$ cat config.mk
export PLATFORM = sky130hd
export DESIGN_NAME = sub_shift_seq
export DESIGN_NICKNAME = d
export VERILOG_FILES = /design/src/rtl/sub_shift_seq.sv
export SDC_FILE = /design/constraint.sdc
export NUM_CORES = 1
export LEC_CHECK = 0
export BUFFER_PORTS_ARGS = -buffer_cell sky130_fd_sc_hd__buf_2
export CAP_MARGIN = 20
export CORE_ASPECT_RATIO = 0.8
export CORE_MARGIN = 4
export CORE_UTILIZATION = 26
export CTS_BUF_LIST = sky130_fd_sc_hd__clkbuf_4 sky130_fd_sc_hd__clkbuf_8
export CTS_CLUSTER_SIZE = 40
export DETAILED_ROUTE_END_ITERATION = 12
export HOLD_SLACK_MARGIN = 0.06
export SYNTH_ARGS = -nofsm -noshare
export SYNTH_HDL_FRONTEND = slang
export SYNTH_SLANG_ARGS = --single-unit
$ cat constraint.sdc
create_clock -name clk -period 2.9 [get_ports clk]
set_input_delay 0.58 -clock clk [delete_from_list [all_inputs] [get_ports clk]]
set_output_delay 0.58 -clock clk [all_outputs]
set_load 0.02 [all_outputs]
$ cat src/rtl/sub_shift_seq.sv
// Byte-serial SubBytes + ShiftRows round stage.
// Streams the captured AES state LANES bytes per cycle through external S-boxes
// and writes each substituted byte straight into its ShiftRows position.
//
// state | meaning
// IDLE  | waiting for a state, in_ready high
// RUN   | issuing one group of LANES bytes per cycle to the S-boxes
// DRAIN | collecting the last group from a registered S-box
// DONE  | out_state complete, out_valid held until out_ready
module sub_shift_seq #(
  parameter int LANES    = 1,
  parameter int SBOX_LAT = 0
) (
  input  logic               clk,
  input  logic               rst_n,
  input  logic               abort,
  input  logic               in_valid,
  output logic               in_ready,
  input  logic [127:0]       in_state,
  output logic [8*LANES-1:0] sbox_in,
  input  logic [8*LANES-1:0] sbox_out,
  output logic               out_valid,
  input  logic               out_ready,
  output logic [127:0]       out_state,
  output logic               busy
);

  localparam int GROUPS = 16 / LANES;
  localparam int CW     = (GROUPS > 1) ? $clog2(GROUPS) : 1;

  typedef enum logic [1:0] {IDLE, RUN, DRAIN, DONE} state_t;

  state_t        state;
  logic [CW-1:0] cnt;
  logic [127:0]  cap;
  logic          last;
  logic          wb_en;
  int            wb_grp;

  // byte i sits at [127-8i -: 8], i = row + 4*col
  function automatic logic [7:0] get_byte(input logic [127:0] s, input int i);
    return s[127-8*i -: 8];
  endfunction

  // ShiftRows destination of input byte (r,c): (r, (c-r) mod 4)
  function automatic int dst_idx(input int i);
    int r;
    int c;
    r = i % 4;
    c = i / 4;
    return r + 4 * ((c - r) & 3);
  endfunction

  function automatic logic [8*LANES-1:0] group_bytes(input logic [127:0] s, input int g);
    logic [8*LANES-1:0] v;
    v = '0;
    for (int k = 0; k < LANES; k++) begin
      v[8*k +: 8] = get_byte(s, g * LANES + k);
    end
    return v;
  endfunction

  assign in_ready = (state == IDLE);
  assign busy     = (state == RUN) || (state == DRAIN);
  assign last     = (cnt == CW'(GROUPS - 1));

  // Select which issued group the S-box results belong to this cycle.
  always_comb begin
    wb_en  = 1'b0;
    wb_grp = 0;
    if (SBOX_LAT == 0) begin
      wb_en  = (state == RUN);
      wb_grp = int'(cnt);
    end else if (state == RUN && cnt != '0) begin
      wb_en  = 1'b1;
      wb_grp = int'(cnt) - 1;
    end else if (state == DRAIN) begin
      wb_en  = 1'b1;
      wb_grp = GROUPS - 1;
    end
  end

  // Sequencer, S-box feed and ShiftRows-placed write-back.
  always_ff @(posedge clk or negedge rst_n) begin
    if (!rst_n) begin
      state     <= IDLE;
      cnt       <= '0;
      cap       <= '0;
      out_state <= '0;
      out_valid <= 1'b0;
      sbox_in   <= '0;
    end else if (abort) begin
      state     <= IDLE;
      cnt       <= '0;
      out_valid <= 1'b0;
      sbox_in   <= '0;
    end else begin
      if (wb_en) begin
        for (int k = 0; k < LANES; k++) begin
          out_state[127-8*dst_idx(wb_grp*LANES+k) -: 8] <= sbox_out[8*k +: 8];
        end
      end
      case (state)
        IDLE: begin
          if (in_valid) begin
            cap     <= in_state;
            cnt     <= '0;
            sbox_in <= group_bytes(in_state, 0);
            state   <= RUN;
          end
        end
        RUN: begin
          if (last) begin
            cnt     <= '0;
            sbox_in <= '0;
            if (SBOX_LAT == 0) begin
              state     <= DONE;
              out_valid <= 1'b1;
            end else begin
              state <= DRAIN;
            end
          end else begin
            cnt     <= cnt + CW'(1);
            sbox_in <= group_bytes(cap, int'(cnt) + 1);
          end
        end
        DRAIN: begin
          state     <= DONE;
          out_valid <= 1'b1;
        end
        DONE: begin
          if (out_ready) begin
            out_valid <= 1'b0;
            state     <= IDLE;
          end
        end
        default: state <= IDLE;
      endcase
    end
  end

endmodule

==> flow_summary.json, run 1 <==
{
  "numCtsBuffers": 48,
  "holdCritStartpoint": "in_state[78]",
  "fmax_ghz": 0.399,
  "wl_per_cell_um": 20.9,
  "max-vdd-ir-drop_mv": 0.361,
  "nNetsFinal": 1301,
  "avgSynthCellArea_um2": 14.3,
  "drtIter0Drc": 354,
  "crit_path_start_kind": "flop",
  "nFillCells": 4528,
  "root_buffer": "clkbuf_8",
  "slowest_stage": "dfrtp_4",
  "rsz0062_at_grt": "false",
  "path_clk_slew_ns": 0.06,
  "final_core_util_pct": 34.0,
  "syn_inst": 836,
  "overflow": 0,
  "crit_start": "cnt[0]$_DFFE_PN0P_",
  "reg2reg_from": "cnt[0]$_DFFE_PN0P_",
  "grt_pass1_vias": 8750,
  "hold_violations": 0,
  "path_common_cell": "o211ai_1",
  "htree_levels": 2,
  "maxSlewViolCount": 0,
  "synth.net_count": 986,
  "grt_max_degree": 70,
  "io_pins": 280,
  "vias": 8186,
  "gp_congestion": 0.833,
  "path_cells": "inv_1 > ha_2 > buf_4 > nor2b_1 > a2111oi_0 > a211oi_1 > o211ai_1 > o211ai_1",
  "final_common_cell": "buf_2",
  "io_buffers": 279,
  "grt.total_usage_pct": 15.0,
  "die_area_um2": 49500,
  "start_util_pct": 26.6,
  "ys_ff_latch": 271,
  "cts_tree": "done",
  "dp_hpwl_um": 27600,
  "ctsResizeCount": 0,
  "synth-edff-count": 0,
  "clock_latency_ns": 0.60,
  "max-cap-violations": 0,
  "cp_max_fo": 19,
  "grtUsageMet1_pct": 21.0,
  "ys_warn_count": 0,
  "setup_viol": 0,
  "finalCritPeriodShare_pct": 86.3,
  "top_usage_layer": "met2",
  "hold_class": "in -> reg",
  "worst_pin_slew_ns": 0.723,
  "crit_required_ns": 3.35,
  "num_rows": 69,
  "drive_gt1_share_pct": 57.7,
  "slew_headroom_pct": 51.5,
  "met3_usage_pct": 3.47,
  "synth_flop_cell": "dfrtp_1",
  "crit_family": "compound AO/OA/AOI/OAI gates",
  "cpPeakStageDelay_ns": 0.56,
  "antenna_found_initial": 8,
  "drc": 0,
  "p_leak_uw": 0.00759,
  "powerDensity_nw_per_um2": 946,
  "grt_pass1_wl_um": 55300,
  "crit_type": "reg -> reg",
  "via_per_inst": 4.57,
  "fp.dieH_um": 200,
  "cts.sinks": 271,
  "grtUsageMet2_pct": 22.6,
  "min_period_ns": 2.50,
  "drt_pass1_iterations": 4,
  "finalSetupTns_ns": 0,
  "routed_wl_um": 37500,
  "endpoint_kind": "flop",
  "antenna_left": 0,
  "critPathArrivalTime_ns": 2.96,
  "synth_area_um2": 12000,
  "path_buf_inv": 2,
  "status": "finished, final reports clean",
  "async_reset_ff_share_pct": 100,
  "clockBufferDepth": 3,
  "final_cell_mix": "buf_2 (278), dfrtp_1 (270), mux2_2 (253)",
  "ys_seq_area_share_pct": 56.7,
  "skew_ns": 0.0180,
  "synth.distinct_cells": 46,
  "areaGrowthSynthToFinish_pct": 27.5,
  "core_area_um2": 44900,
  "die_w_um": 248
}
==> final timing paths <==
check | end | slack [ns] | cells past startpoint
hold reg to reg | out_state[90]$_DFFE_PN0P_ | 0.49 | 1
setup reg to reg | sbox_in[4]$_DFFE_PN0P_ | 0.40 | 8
setup / recovery | sbox_in[4]$_DFFE_PN0P_ | 0.40 | 8
min in group asynchronous | out_state[92]$_DFFE_PN0P_ | 0.51 | 2
hold / removal | cap[78]$_DFFE_PN0P_ | 0.21 | 2
max in group asynchronous | cap[75]$_DFFE_PN0P_ | 1.55 | 3
==> stage by stage <==
stage / cells / total power (uW) / cell area, um2 / hold slack (ns) / setup WS [ns]
finish: 1790 / 14400 / 15200 / 0.213 / 0.396
CTS: 1787 / 14700 / 15200 / 0.119 / 0.406
global placement: 1703 / 10600 / 14200 / 0.469 / 0.489
global route: 1789 / 15300 / 15200 / 0.141 / 0.263
detailed placement: 1703 / 10700 / 14200 / 0.485 / 0.397
floorplan: 836 / 8890 / 12000 / 0.284 / 0.319
==> worst reg2reg max path, delay by kind of cell (launching register included) <==
family                     cells  cell delay, ns
AOI/OAI and AO/OA              4            1.01
and+or+nand+nor                1            0.07
adders and majority gates      1            0.39
DFF                            1            0.56
buffers and inverters          2            0.35
==> sequential cells by signal (all words and copies together), names as in the netlist <==
name,flops
cnt,4
sbox_in,8
cap,128
out_valid,1
out_state,128
state,2
==> cells in the mapped netlist (all sizes together) (2+ instances only) <==
library cell  instances  area [um2]
or2                   2        12.5
xnor2                 3        41.3
and2                 10        62.6
mux2i                 8        80.1
nand3                 3        15.0
and3                 25         156
buf                  24         140
a2111oi               8        70.1
ha                    9         113
dfrtp               271        6780
nand2                39         214
a21oi                 4        20.0
a211oi                6        45.0
a22oi                 7        52.6
o22a                  2        17.5
nand2b                3        18.8
inv                   6        22.5
or4                   4        30.0
mux4                 24         541
clkbuf               14        53.8
mux2                257        2890
nor2                 53         204
xor2                  3        26.3
a21o                  2        15.0
nor3                 10        72.6
o211ai               14         105
nor2b                 9        56.3
o21ai                 9        45.0
==> report_power, final <==
| part | internal, uW | total (uW) | switching (uW) | leakage, uW |
|---|---|---|---|---|
| Combinational | 2320 | 4900 | 2580 | 0.00358 |
| Clock | 2210 | 3840 | 1630 | 0.000540 |
| Sequential | 5030 | 5690 | 663 | 0.00347 |
| Total | 9560 | 14400 | 4870 | 0.00759 |
==> per-layer routing <==
layer | share of wire (%) | vias to the layer above
met4 | 3.0 | 4
met2 | 45 | 255
li1 | - | 3695
met5 | 0.061 | -
met3 | 6.0 | 76
met1 | 46 | 4156
==> area by class of cell <==
class / count / area [um2] / share of cell area, %
sequential: 271 / 6790 / 44.5
multi-input combinational: 521 / 4960 / 32.6
timing repair buffer: 303 / 1680 / 11.0
clock buffer: 74 / 931 / 6.11
tap: 603 / 754 / 4.95
clock inverter: 9 / 103 / 0.673
inverter: 6 / 22.5 / 0.148
antenna: 3 / 7.51 / 0.0492
==> what timing repair did <==
action	in CTS	in global routing
buffers inserted	0	0
hold buffers	1	0
endpoints found under the hold margin	53	0
==> cell families (layout without fill, tap and decap cells) <==
logic type,count (synthesis),after routing,share of synthesized area (%)
AOI/OAI and AO/OA,55,55,3.29
other,0,3,0
xor gates and xnor gates,6,6,0.565
DFF,271,271,56.7
and+or+nand+nor,162,162,7.29
muxes,289,289,29.4
adders and majority gates,9,9,0.942
buffers and inverters,44,392,1.81
Power figures use the tool's default switching activity.
==> inputs of run 2 (changes only) <==
Settings changed: ABC_AREA from default to 1.
==> run 2 against run 1 <==
Net effect: non-clock buffer count decreased by 4; core utilization fell by 1.2 points; area after synthesis is 0.73% higher; final area decreased by 1.7%; count of clock-buffer cells in the layout fell by 5; first-iteration DRC count is 85% higher; combinational power is 3% higher; critical path depth shrank 5; die area grew 0.70%; power is 0.75% higher.
==> flow_summary.json, run 2 <==
{
  "dpl.cell_count": 2038,
  "max-vdd-ir-drop_mv": 0.466,
  "final_common_cell": "nand2_1",
  "antenna_left": 0,
  "via_per_inst": 4.60,
  "cts.sinks": 271,
  "ctsResizeCount": 0,
  "met3_length_um": 3020,
  "crit_path_start_kind": "flop",
  "synthTopCellsByArea": "dfrtp_1 (56%), mux2_2 (12%), nand2_1 (9.7%)",
  "grt_max_degree": 72,
  "drt-met1-wl_um": 17900,
  "overflow": 0,
  "final_cell_mix": "nand2_1 (310), buf_2 (278), dfrtp_1 (270)",
  "hold_class": "in -> reg",
  "wl_per_cell_um": 18.4,
  "fmax_ghz": 0.450,
  "fp.dieH_um": 201,
  "root_buffer": "clkbuf_8",
  "start_util_pct": 26.3,
  "core_area_um2": 45700,
  "path_buf_inv": 2,
  "whs_ns": 0.200,
  "async_reset_ff_share_pct": 100,
  "routed-wl-met2_um": 17200,
  "synth_flop_cell": "dfrtp_1",
  "io_pins": 280,
  "setup_viol": 0,
  "p_leak_uw": 0.00735,
  "grt.total_usage_pct": 15.3,
  "min_period_ns": 2.22,
  "maxSlewViolCount": 0,
  "finalSetupTns_ns": 0,
  "finalCritPeriodShare_pct": 76.6,
  "vias": 9770,
  "crit_required_ns": 2.32,
  "dp_hpwl_um": 29200,
  "ys_warn_count": 0,
  "clockBufferDepth": 3,
  "grt_pass1_wl_um": 59900,
  "die_area_um2": 49900,
  "syn_inst": 1188,
  "io_buffers": 279,
  "ys_ff_latch": 271,
  "endpoint_kind": "output port",
  "hold_violations": 0,
  "status": "finished, final reports clean",
  "drt_pass1_iterations": 5,
  "timing.final.ws_setup_ns": 0.680,
  "cts_hold_buffers": 1,
  "synth.distinct_cells": 29,
  "synth.net_count": 1338,
  "cpPeakStageDelay_ns": 0.40,
  "path_clk_slew_ns": 0.07,
  "powerDensity_nw_per_um2": 969,
  "routed_wl_um": 39000,
  "yosys.area.top_type": "dfrtp_1",
  "grt_pass1_vias": 10052,
  "nNetsFinal": 1626,
  "cts_tree": "done",
  "crit_type": "reg -> out",
  "max-cap-violations": 0,
  "synth_area_um2": 12000,
  "slew_headroom_pct": 51.0,
  "avgSynthCellArea_um2": 10.1,
  "clock_latency_ns": 0.61,
  "dp_slack_ns": 0.727,
  "htree_levels": 2,
  "cts_setup_buffers": 0,
  "ys_seq_area_share_pct": 56.3,
  "yosysMostFrequentCell": "nand2_1",
  "numCtsBuffers": 47,
  "drtIter0Drc": 654,
  "path_cells": "inv_1 > ha_1 > buf_2",
  "rsz0062_at_grt": "false",
  "synth_common_cells": "nand2_1 (310), dfrtp_1 (271), nand3_1 (134)",
  "gp_congestion": 0.864,
  "yosysTopAreaCellShare_pct": 56.3,
  "drive_gt1_share_pct": 36.2,
  "num_rows": 70,
  "reg.largest.list": "cap: 128 flops, out_state: 128 flops, sbox_in: 8 flops",
  "critPathArrivalTime_ns": 1.64,
  "drc": 0,
  "worst_pin_slew_ns": 0.735,
  "synth-edff-count": 0,
  "maxUsedRoutingLayer": "met5",
  "skew_ns": 0.0231,
  "die_w_um": 249,
  "antenna_found_initial": 9,
  "areaGrowthSynthToFinish_pct": 24.5,
  "cp_max_fo": 5,
  "crit_family": "flip-flops",
  "nFillCells": 4751,
  "slowest_stage": "dfrtp_1",
  "layout.cells.non_filler": 2122
}
run 2: worst paths after layout:
path / startpoint / end / slack, ns / cells after the start
worst max register to register: cnt[1]$_DFFE_PN0P_ / sbox_in[4]$_DFFE_PN0P_ / 0.73 / 8
worst max-delay path: state[1]$_DFFE_PN0P_ / in_ready / 0.68 / 3
worst min register to register: out_state[86]$_DFFE_PN0P_ / out_state[86]$_DFFE_PN0P_ / 0.48 / 2
worst min-delay path: in_state[117] / cap[117]$_DFFE_PN0P_ / 0.20 / 2
max in group asynchronous: rst_n / out_state[111]$_DFFE_PN0P_ / 1.56 / 3
min in group asynchronous: rst_n / out_state[58]$_DFFE_PN0P_ / 0.55 / 2
run 2: layer usage:
metal	global-route usage [%]	vias to the layer above
li1	-	4532
met1	21.1	4771
met2	23.7	385
met5	0	-
met3	4.38	74
met4	4.25	8
run 2: layout make-up:
cell class / count / area [um2] / area share, %
clock buffer: 69 / 850 / 5.67
multi-input combinational: 801 / 4610 / 30.8
antenna: 4 / 10.0 / 0.0668
inverter: 56 / 215 / 1.44
clock inverter: 10 / 110 / 0.735
tap: 612 / 766 / 5.11
sequential: 271 / 6780 / 45.2
timing repair buffer: 299 / 1650 / 11.0
run 2: power by group:
group	internal (uW)	switching, uW	total (uW)
registers	5030	779	5810
logic	1960	3110	5070
clock network	2050	1600	3650
run 2: cell families (layout without fill, tap and decap cells):
kind of cell             after synthesis  after routing  synth area share [%]
multiplexers                         128            128                  12.0
other                                  0              4                     0
flip-flops                           271            271                  56.3
AND/OR/NAND/NOR                      520            520                  19.2
AO/OA/AOI/OAI                        143            143                  5.99
XOR/XNOR                               1              1                 0.135
adder cells (fa/ha/maj)                9              9                 0.935
buffers and inverters                116            434                  5.48
run 2: through the flow:
step / power, uW / instance area (um2) / utilization [%]
4_1_cts: 14700 / 15000 / 32.8
2_1_floorplan: 9110 / 12000 / -
6_report: 14500 / 15000 / 32.8
3_5_place_dp: 11000 / 14000 / 30.6
5_1_grt: 15500 / 15000 / 32.8
3_3_place_gp: 10900 / 14000 / 30.6
run 2: worst reg2reg max path, cell delays in order (launching register included):
cell and delay, ns:
dfrtp_1 0.57, inv_1 0.11, ha_1 0.33, buf_4 0.37, nand3_1 0.23, nand3_1 0.20
nand3_1 0.09, nand3_1 0.10, a21oi_1 0.08
